## src/rtl/adder_pkg.sv

```systemverilog
// adder_pkg: shared widths, stage-count helper and stage record for the segmented pipelined adder
package adder_pkg;
  localparam int DEF_WIDTH = 16;
  localparam int DEF_SEG = 4;
  function automatic int nseg(input int width, input int seg);
    return width / seg;
  endfunction
  typedef struct packed {
    logic valid;
    logic carry;
    logic [DEF_WIDTH-1:0] psum;
    logic [DEF_WIDTH-1:0] pa;
    logic [DEF_WIDTH-1:0] pb;
  } stage_t;
endpackage

```

## src/rtl/seg_add_stage.sv

```systemverilog
// seg_add_stage: adds segment K of the operands plus the incoming carry and registers the partial result
module seg_add_stage #(
  parameter int WIDTH = 16,
  parameter int SEG = 4,
  parameter int K = 0
) (
  input  logic             clk,
  input  logic             rst,
  input  logic             adv,
  input  logic             v_i,
  input  logic             c_i,
  input  logic [WIDTH-1:0] s_i,
  input  logic [WIDTH-1:0] a_i,
  input  logic [WIDTH-1:0] b_i,
  output logic             v_o,
  output logic             c_o,
  output logic [WIDTH-1:0] s_o,
  output logic [WIDTH-1:0] a_o,
  output logic [WIDTH-1:0] b_o
);
  logic [SEG:0] add;
  logic [WIDTH-1:0] s_d;
  logic v_q, c_q;
  logic [WIDTH-1:0] s_q, a_q, b_q;
  assign add = {1'b0, a_i[K*SEG+:SEG]} + {1'b0, b_i[K*SEG+:SEG]} + {{SEG{1'b0}}, c_i};
  always_comb begin
    s_d = s_i;
    s_d[K*SEG+:SEG] = add[SEG-1:0];
  end
  // data only loads behind a valid token so the last stage holds its result across bubbles
  always_ff @(posedge clk) begin
    if (rst) begin
      v_q <= 1'b0;
      c_q <= 1'b0;
      s_q <= '0;
      a_q <= '0;
      b_q <= '0;
    end else if (adv) begin
      v_q <= v_i;
      if (v_i) begin
        c_q <= add[SEG];
        s_q <= s_d;
        a_q <= a_i;
        b_q <= b_i;
      end
    end
  end
  assign v_o = v_q;
  assign c_o = c_q;
  assign s_o = s_q;
  assign a_o = a_q;
  assign b_o = b_q;
endmodule

```

## src/rtl/seg_pipe_adder.sv

```systemverilog
// seg_pipe_adder: pipelined ripple-carry adder, one SEG-bit segment per stage, valid/ready on both sides.
// Define ADDER_SUB_EN to add a `sub` input that turns the operation into a - b.
module seg_pipe_adder
  import adder_pkg::*;
#(
  parameter int WIDTH = DEF_WIDTH,
  parameter int SEG = DEF_SEG
) (
  input  logic             clk,
  input  logic             rst,
  input  logic             in_valid,
  output logic             in_ready,
  input  logic [WIDTH-1:0] a,
  input  logic [WIDTH-1:0] b,
  input  logic             cin,
`ifdef ADDER_SUB_EN
  input  logic             sub,
`endif
  output logic             out_valid,
  input  logic             out_ready,
  output logic [WIDTH-1:0] sum,
  output logic             cout
);
  localparam int N = nseg(WIDTH, SEG);
  if (WIDTH % SEG != 0) begin : g_bad_cfg
    $error("WIDTH must be a multiple of SEG");
  end
  logic adv;
  logic [N:0] v, c;
  logic [WIDTH-1:0] s [N+1];
  logic [WIDTH-1:0] a_w [N+1];
  logic [WIDTH-1:0] b_w [N+1];
  logic unused;
  assign adv = !v[N] | out_ready;
  assign in_ready = adv;
  assign v[0] = in_valid;
  assign s[0] = '0;
  assign a_w[0] = a;
`ifdef ADDER_SUB_EN
  assign b_w[0] = sub ? ~b : b;
  assign c[0] = cin | sub;
`else
  assign b_w[0] = b;
  assign c[0] = cin;
`endif
  for (genvar k = 0; k < N; k++) begin : g_stage
    seg_add_stage #(.WIDTH(WIDTH), .SEG(SEG), .K(k)) u_stage (
      .clk(clk), .rst(rst), .adv(adv),
      .v_i(v[k]), .c_i(c[k]), .s_i(s[k]), .a_i(a_w[k]), .b_i(b_w[k]),
      .v_o(v[k+1]), .c_o(c[k+1]), .s_o(s[k+1]), .a_o(a_w[k+1]), .b_o(b_w[k+1])
    );
  end
  assign unused = ^{a_w[N], b_w[N]};
  assign out_valid = v[N];
  assign sum = s[N];
  assign cout = c[N];
endmodule

```

## config.mk

```make
export PLATFORM = sky130hd
export DESIGN_NAME = seg_pipe_adder
export DESIGN_NICKNAME = d
export VERILOG_FILES = /design/src/rtl/adder_pkg.sv /design/src/rtl/seg_add_stage.sv /design/src/rtl/seg_pipe_adder.sv
export SDC_FILE = /design/constraint.sdc
export NUM_CORES = 1
export LEC_CHECK = 0
export CELL_PAD_IN_SITES_DETAIL_PLACEMENT = 1
export CELL_PAD_IN_SITES_GLOBAL_PLACEMENT = 2
export CORE_ASPECT_RATIO = 1.1
export CORE_MARGIN = 3
export CORE_UTILIZATION = 35
export CTS_CLUSTER_DIAMETER = 50
export DETAILED_ROUTE_END_ITERATION = 10
export GPL_ROUTABILITY_DRIVEN = 0
export PLACE_DENSITY_LB_ADDON = 0.1
export RECOVER_POWER = 100
export SLEW_MARGIN = 10
export SYNTH_ARGS = -nofsm -noshare
export SYNTH_HDL_FRONTEND = slang
export SYNTH_SLANG_ARGS = --single-unit
export TNS_END_PERCENT = 1
```

## constraint.sdc

```tcl
create_clock -name clk -period 3.8 [get_ports clk]
set_input_delay 0.76 -clock clk [delete_from_list [all_inputs] [get_ports clk]]
set_output_delay 0.76 -clock clk [all_outputs]
set_load 0.1 [all_outputs]
```

# Word level (Yosys, flattened, before mapping)
# Index checks and enable logic that the tools add are counted.
[op_classes] add_sub_neg=8 bitwise=1 n_reduce_logical=5
[op_table] op="$add 4x4->5" count=4
[op_table] op="$add 5x1->5" count=4
[op_table] op="$reduce_and 2->1" count=4
[op_table] op="$logic_not 1->1" count=1
[op_table] op="$or 1x1->1" count=1
[word_totals] elab_cells=32 register_bits=144 in_bits=37 output_inout_bits=19

# Logic depth before layout (Yosys ltp)
[depth] depth_word=3 mapped_depth=6 depth_no_buf=6

# Hierarchy
# From an unflattened synthesis, not the netlist that was laid out.
[unflattened] cells_unflattened=930 hier_area_um2=7447.1
[modules_own_cells] module="seg_add_stage" cells_per_inst=232 area_per_inst_um2=1859.3 seq_area_each_um2=1001.0 n_inst=4
[modules_own_cells] module="seg_pipe_adder" cells_per_inst=2 area_per_inst_um2=10.0 seq_area_each_um2=0.0 n_inst=1

# Worst setup path before layout
# OpenSTA, ideal clock, no wires.
[synth_path] path_kind="register to output" startpoint="register g_stage[3].u_stage.v_q" endpoint="output port in_ready" arrival_ps=1638 required_ps=3040 stages_incl_launch_ff=4 slack_ps=1402 path_buffers=1 cell_sequence="dfxtp_1 nor2b_4 inv_2 buf_2"
[synth_between] elab_chain_len=2
[synth_rtl] item="from (decl)" line_no="seg_add_stage.sv:23" text="logic v_q, c_q;"
[synth_rtl] item="from (signal assigned)" line_no="seg_add_stage.sv:39" text="v_q <= v_i;"
[synth_rtl] item="$logic_not 1->1" line_no="seg_pipe_adder.sv:34" text="assign adv = !v[N] | out_ready;"
[synth_rtl] item="$or 1x1->1" line_no="seg_pipe_adder.sv:34"
[synth_rtl] item="to (decl)" line_no="seg_pipe_adder.sv:12" text="output logic in_ready,"
# Every way passes these cells.

# Worst setup path after layout
[layout_path] startpoint="input port out_ready" endpoint="output port in_ready"
[layout_between] elab_chain_len=1
[layout_rtl] item="from (decl)" line_no="seg_pipe_adder.sv:20" text="input logic out_ready,"
[layout_rtl] item="$or 1x1->1" line_no="seg_pipe_adder.sv:34"
# Every way passes these cells.

==> results.txt <==
For this run, the detailed router's first-pass iteration total came to 4. For the first-pass GRT wire length, the log shows 19.3 mm. Startpoint kind of the worst setup timing path: an input pin.

Once the floorplan was initialized, standard cells occupied 36.2% of the core. After Yosys synthesis, full adders, half adders and majority gates account for 7.36% of the synthesized area. The run gives 2.28 ns as the data arrival time of the critical path. The area share of and/or/nand/nor cells after synthesis was 14.4%. The sum of net half-perimeters after detailed placement was 7.55 mm. Summing every instance area after synthesis gives 0.00422 mm².

Overall overflow remaining after global route: 0. Overall power: 2.33 mW. Setup repair after global routing left no endpoint under its margin. For the count of warnings emitted by yosys, the log shows 0. Summed over all layers, the routed wires come to 11.8 mm. The floorplan die area was 0.0134 mm²; the transition time at the pin with the least slew margin was 1.73 ns. In this run the remaining antenna-violating nets after routing total 0. The initial antenna violation count was 0. The run gives 5.28 mm as the routed metal-1 wire length.

The worst setup path is of the input pin to output port kind. In the post-synthesis netlist, the biggest area contributors are dfxtp_1 (46%), a21oi_1 (11%), nand3_1 (9.7%). TritonCTS built the clock tree. Measured against its own limit, the worst slew margin works out to -15.3%.

The gate count after technology mapping is 496, and the net count of the mapped netlist is 553. Walking the worst path, the cells encountered are dlygate4sd3_1 > nor2b_4 > inv_1 > buf_12. The total routing resource utilization after global routing was 17.9%; the number of buffers and inverters on the critical path was 3. The routed layout has 3722 vias. In this run the top signal layer used is met4. The critical path's slowest cell is inv_1. The floorplan step set the die height to 121 µm. After synthesis, flip-flops and latches occupy 45.6% of the total area. The share of the synthesized area in compound gates (AO/OA/AOI/OAI) came out at 24.7%.

The logs give 0 ns for the summed negative setup slack over all endpoints and 0.35 ns for the clock network latency to the later pin of the worst-skew pair. The floorplan has 41 rows. For this design the ratio of total power to cell area is 454 mW/mm². The number of library cell types mapped by synthesis was 34.

The leading cell type in the layout, fill and taps excluded is dfxtp_1. The run gives 95 as the maximum number of pins on one net before global-route repair. The via count of the first global-routing pass was 3841.

The flow ran to the end, but the final reports show violations. In the layout the commonest cells are dfxtp_1 (96), a21oi_1 (95), nand3_1 (82), o21ai_0 (82), clkdlybuf4s50_1 (34). The clock tree buffer depth is 2. The tools report the number of hold violations in the final report as 0. The tools report the total of cells resized after clock tree synthesis as 0. After the first detailed-routing iteration, the DRC count stood at 208.

The tools report the non-filler instance count after layout as 676. Relative to the synthesized area, the layout overhead comes to 22.0%. During I/O placement, the number of pins put on the boundary was 56. The logs give 6.04 mm for the routed wire length on met2 and 253 µm for the length of routed met3 wiring. The port buffer count came out at 55. The analysis attributes to cell leakage a power of 1.81 nW.

The final clock period utilization by the worst path is 80.1%. After detailed routing, the number of vias per cell comes to 5.51. Each instance of the synthesized netlist takes up on average 8.50 µm².

Post-CTS timing repair inserted 0 buffers for setup. Among cell families on the critical path, the largest total delay comes from buffers and inverters. In this run the worst path has a maximum fanout of 23.

The xor-xnor portion of the synthesized cell area works out to 0.831%. Fraction of layout instances using a drive strength above 1: 6.08%. The average wire per standard cell is 17.4 µm, and the clock-pin slew of the registers on the worst-case setup and hold paths is 0.07 ns. Between clock sinks in the finished design, the worst skew comes to 0.00665 ns.

The number of pins with negative max-slew slack in the final report is 95, and the total core area is 0.0116 mm². Before CTS, the worst setup slack after placement is 0.863 ns. In this run, post-CTS hold repair placed 0 buffers. The largest family of logic cells by synthesized area is compound AO/OA/AOI/OAI gates. Data on the critical path is required at its endpoint by 3.04 ns. For the final antenna diode count, the log shows 0.

In the final design database the tool counted 578 nets. The max-capacitance violation count is 1. Setup violations remaining at the end of the flow were counted as 0. In the routed design, unresolved DRC markers number 0.

The buffer type at the clock tree root is clkbuf_16. The tightest min-delay check is of the flop to flop type. The worst-case IR drop observed on VDD is 0.180 mV. The shortest clock period the worst path allows after layout came out at 3.05 ns. The final worst-path setup slack came out at 0.755 ns. The worst stage delay on the critical path works out to 0.63 ns. For the CTS sink count, the log shows 96. Total placed cells including tap cells: 660. The final reports fail on capacitance limit, slew limit. The top cell type by area accounts for 45.6% of the synthesized area.

Clock tree synthesis inserted a total of 9 buffers. The register bit count reported by yosys was 96; the horizontal die dimension was 111 µm. The kind of end point of the critical path was an output port. Timing would allow up to 328 MHz. The biggest area consumer among synthesized cells is dfxtp_1. The H-tree was split into 3 levels. The portion of synthesized area spent on multiplexers is 0%.
[worst reg2reg max path: stages, from the launching register on]
cell	delay (ns)
dfxtp_1	0.34
nor2b_4	0.14
clkbuf_2	1.19
a2111oi_0	0.28
a221o_1	0.34
[layer usage]
metal,vias to the layer above,global-route usage [%]
met5,-,0
met4,0,7.54
met3,14,2.14
met2,45,31.8
met1,1838,21.9
li1,1825,-
[per-stage QoR]
stage	utilization, %	instance area [µm²]	hold WS [ns]
CTS	44.2	5150	0.474
detailed placement	41.2	4790	0.465
finish	44.2	5150	0.473
floorplan	-	4220	0.439
global route	44.2	5150	0.498
global placement	41.2	4790	0.456
[cell type report]
type | instances | area, µm²
Fill cell | 1362 | 6500
Multi-Input combinational cell | 335 | 2000
Sequential cell | 96 | 1920
Timing Repair Buffer | 63 | 626
Clock buffer | 11 | 253
Tap cell | 150 | 188
Clock inverter | 5 | 103
Inverter | 16 | 60.1
[synthesized netlist by cell type]
master     instances
and2_1             1
a311oi_1           1
o221ai_1           3
a21o_1             1
buf_2             23
a221o_1            1
nand3_1           82
inv_2              3
dfxtp_1           96
nor2b_1            4
xnor2_1            4
nand2_1            9
o21ai_0           82
buf_1              4
a2111oi_0          2
nor2b_4            1
nor4b_1            1
nor2_1             3
nand2b_1           3
a211oi_1           6
a21oi_1           95
buf_4              6
clkbuf_1          13
fa_1               8
nand3b_1           1
clkbuf_2           3
or2_2              3
nand4b_1           3
ha_1              12
or2_1              1
a221oi_1           1
nor3_1             4
a2111o_1           3
inv_1             13
[power by group]
| part | switching (mW) | total, mW | internal, mW |
|---|---|---|---|
| sequential | 0.0214 | 1.06 | 1.04 |
| combinational | 0.112 | 0.197 | 0.0844 |
| clock | 0.398 | 1.08 | 0.678 |
[state kept, by name, indices dropped and copies added (netlist names)]
register	flops
g_stage.u_stage.v_o	4
g_stage.u_stage.s_o	40
g_stage.u_stage.a_o	24
g_stage.u_stage.c_o	4
g_stage.u_stage.b_o	24
[logic make-up (layout without fill, tap and decap cells)]
logic type | count (synthesis) | in the layout
buffers and inverters | 65 | 95
AOI/OAI and AO/OA | 195 | 195
DFF | 96 | 96
adders and majority gates | 20 | 20
xor gates and xnor gates | 4 | 4
and+or+nand+nor | 116 | 116
[worst paths after layout]
kind                                     startpoint                                endpoint  slack [ns]  cells past startpoint
max                                       out_ready                                in_ready        0.76                      4
min          g_stage[3].u_stage.s_o[3]$_SDFFE_PP0P_  g_stage[3].u_stage.s_o[3]$_SDFFE_PP0P_        0.47                      2
max reg2reg     g_stage[3].u_stage.v_o$_SDFFE_PP0N_  g_stage[0].u_stage.s_o[3]$_SDFFE_PP0P_        1.40                      4
min reg2reg  g_stage[3].u_stage.s_o[3]$_SDFFE_PP0P_  g_stage[3].u_stage.s_o[3]$_SDFFE_PP0P_        0.47                      2
Note: power is estimated with default switching activity, not from simulation.
==> RTL edit, RTL diff (same settings) <==
The option `ADDER_SUB_EN` is turned on by a define.
--- a/src/rtl/seg_pipe_adder.sv
+++ b/src/rtl/seg_pipe_adder.sv
@@ -1,5 +1,7 @@
 // seg_pipe_adder: pipelined ripple-carry adder, one SEG-bit segment per stage, valid/ready on both sides.
 // Define ADDER_SUB_EN to add a `sub` input that turns the operation into a - b.
+`define ADDER_SUB_EN
+
 module seg_pipe_adder
   import adder_pkg::*;
 #(
Ports: changed (added sub); port bits go from 56 to 57. The function was not compared with the original's and may differ.
==> RTL edit against the original RTL <==
  * Count of clock-buffer cells in the layout rose by 1
  * Sequential cell count did not move
  * Synthesized area grew 3.7%
  * Total power decreased by 4.2%
  * Combinational power up 18%
  * Largest power group is now registers
  * Final cell count grew 2.4%
  * Setup slack better by 0.098 ns
  * First-iteration DRC count decreased by 28%
  * Final area is 1.7% higher
  * Wire length decreased by 6.5%
  * Clock skew shrank 0.0025 ns
  * Critical path type is now primary input to register
==> RTL edit: results (changes against the original RTL) <==
stage,metric,value,unit,change
synth,synth_async_sr_flop_share,0,,unchanged
cts,clk_latency,0.34,ns,
routing,drt-pass1-iter-count,4,,unchanged
timing,fin_skew,0.004190,ns,-0.002460 ns
routing,drt-initial-drc-count,150,,-28%
cts,cts-hold-fix-buffers,0,,unchanged
cts,cts-resized-gates,0,,unchanged
cts,post_cts_buffers,0,,unchanged
job,max_cap_violations,0,,-1
synth,synth_top_cells_by_area,"dfxtp_1, a21oi_1, o21ai_0",,
placement,dp_hpwl,7413,µm,-1.9%
finish,antenna_cells,0,,unchanged
power_and_ir_drop,power.leakage,1.840,nW,+1.8%
placement,place_ws,0.8968,ns,+0.03353 ns
finish,drive_gt1_frac,0.05948,,-0.001357
synth,ys_seq_area_frac,0.4394,,-0.01643
synth,synth_ff_type,dfxtp_1,,
cts,clockBufferDepth,2,,unchanged
setup_path,cp_max_fo,30,,+30%
cts,numCtsBuffers,9,,unchanged
routing,avgViaCountPerCell,5.325,,-3.3%
power_and_ir_drop,ir_drop,0.0002109,V,+17%
cts,root_buffer,clkbuf_16,,
global_routing,grt_usage,0.1668,,-0.01211
placement,dpl-instance-area,0.004937,mm²,+3.0%
synth,synth_cell_types,30,,-12%
global_routing,grt_pass1_vias,3754,,-2.3%
global_routing,grt_pass1_wl,18900,µm,-2.2%
status,status,"finished, final reports clean",,
global_routing,antenna_found_initial,0,,unchanged
placement,io_buffers,56,,+1.8%
routing,avgRoutedWirePerCell,15.90,µm,-8.7%
setup_path,cp_slowest_cell,nor2_1,,
setup_path,critPathArrivalTime,3.12,ns,+0.84 ns
hold_path,hold_class,register to register,,
cts,clk_pin_slew,0.07,ns,about the same
global_routing,grt_start_max_net_pins,84,,-12%
synth,syn_nets,564,,+2.0%
finish,largest_register_ffs,40,,unchanged
timing,slew_headroom,0.3464,,+0.4999
finish,num-fill-cells,1441,,+5.8%
finish,fin_nets,591,,+2.2%
synth,synth_common_cells,"dfxtp_1, a21oi_1, o21ai_0",,
setup_path,slowest_delay,0.77,ns,+0.14 ns
setup_path,r2r_cells,4,,unchanged
## RTL edit: cell count changes after synthesis, sizes merged, moves of 5 or more
cell / before / now
nand3: 82 / 70
xnor2: 4 / 15
a211oi: 6 / 20
o21ai: 82 / 71
xor2: 0 / 5
## RTL edit: per-layer routing
layer	share of wire	vias up	global-route usage
met5	0	-	0
met4	0.011	0	0.05184
met3	0.034	10	0.02986
met2	0.47	58	0.2778
met1	0.48	1773	0.2211
li1	-	1844	-
## RTL edit: layout make-up
cell class / instances / area, µm² / area share
Clock buffer: 12 / 256.5 / 0.04902
Clock inverter: 4 / 51.30 / 0.009804
Multi-Input combinational cell: 342 / 2108 / 0.4029
Timing Repair Buffer: 65 / 630.6 / 0.1205
Tap cell: 154 / 192.7 / 0.03682
Sequential cell: 96 / 1922 / 0.3673
Inverter: 19 / 71.32 / 0.01363
## RTL edit: worst paths after layout
path,from,to,slack [ns]
hold / removal,g_stage[3].u_stage.s_o[12],g_stage[3].u_stage.s_o[12],0.47
hold reg to reg,g_stage[3].u_stage.s_o[12],g_stage[3].u_stage.s_o[12],0.47
setup / recovery,in_valid,g_stage[0].u_stage.b_o[8],0.85
setup reg to reg,g_stage[3].u_stage.v_o,g_stage[0].u_stage.b_o[8],1.75
## RTL edit: power breakdown
part | switching [W] | internal [W] | total (W)
clock network | 0.000386 | 0.000548 | 0.000934
logic | 0.000130 | 0.000103 | 0.000233
registers | 0.0000242 | 0.00105 | 0.00107
total | 0.000540 | 0.00170 | 0.00224
## RTL edit: worst max-delay path, delay by kind of cell
kind                   cells  cell delay (ns)
AND/OR/NAND/NOR            1             0.77
AO/OA/AOI/OAI              1             0.19
buffers and inverters      3             1.39
## RTL edit: logic make-up (layout without fill, tap and decap cells)
group | count (synthesis) | in the layout | share of synthesized area
and+or+nand+nor | 108 | 108 | 0.1299
DFF | 96 | 96 | 0.4394
xor gates and xnor gates | 20 | 20 | 0.04005
adders and majority gates | 20 | 20 | 0.07094
AOI/OAI and AO/OA | 194 | 194 | 0.2434
buffers and inverters | 68 | 100 | 0.07637
## RTL edit: per-stage QoR
stage / hold WS [ns] / cells / utilization
floorplan: 0.4403 / 506 / -
global placement: 0.4602 / 676 / 0.4067
detailed placement: 0.4635 / 676 / 0.4067
CTS: 0.4781 / 692 / 0.4321
global route: 0.4961 / 692 / 0.4310
finish: 0.4720 / 692 / 0.4310
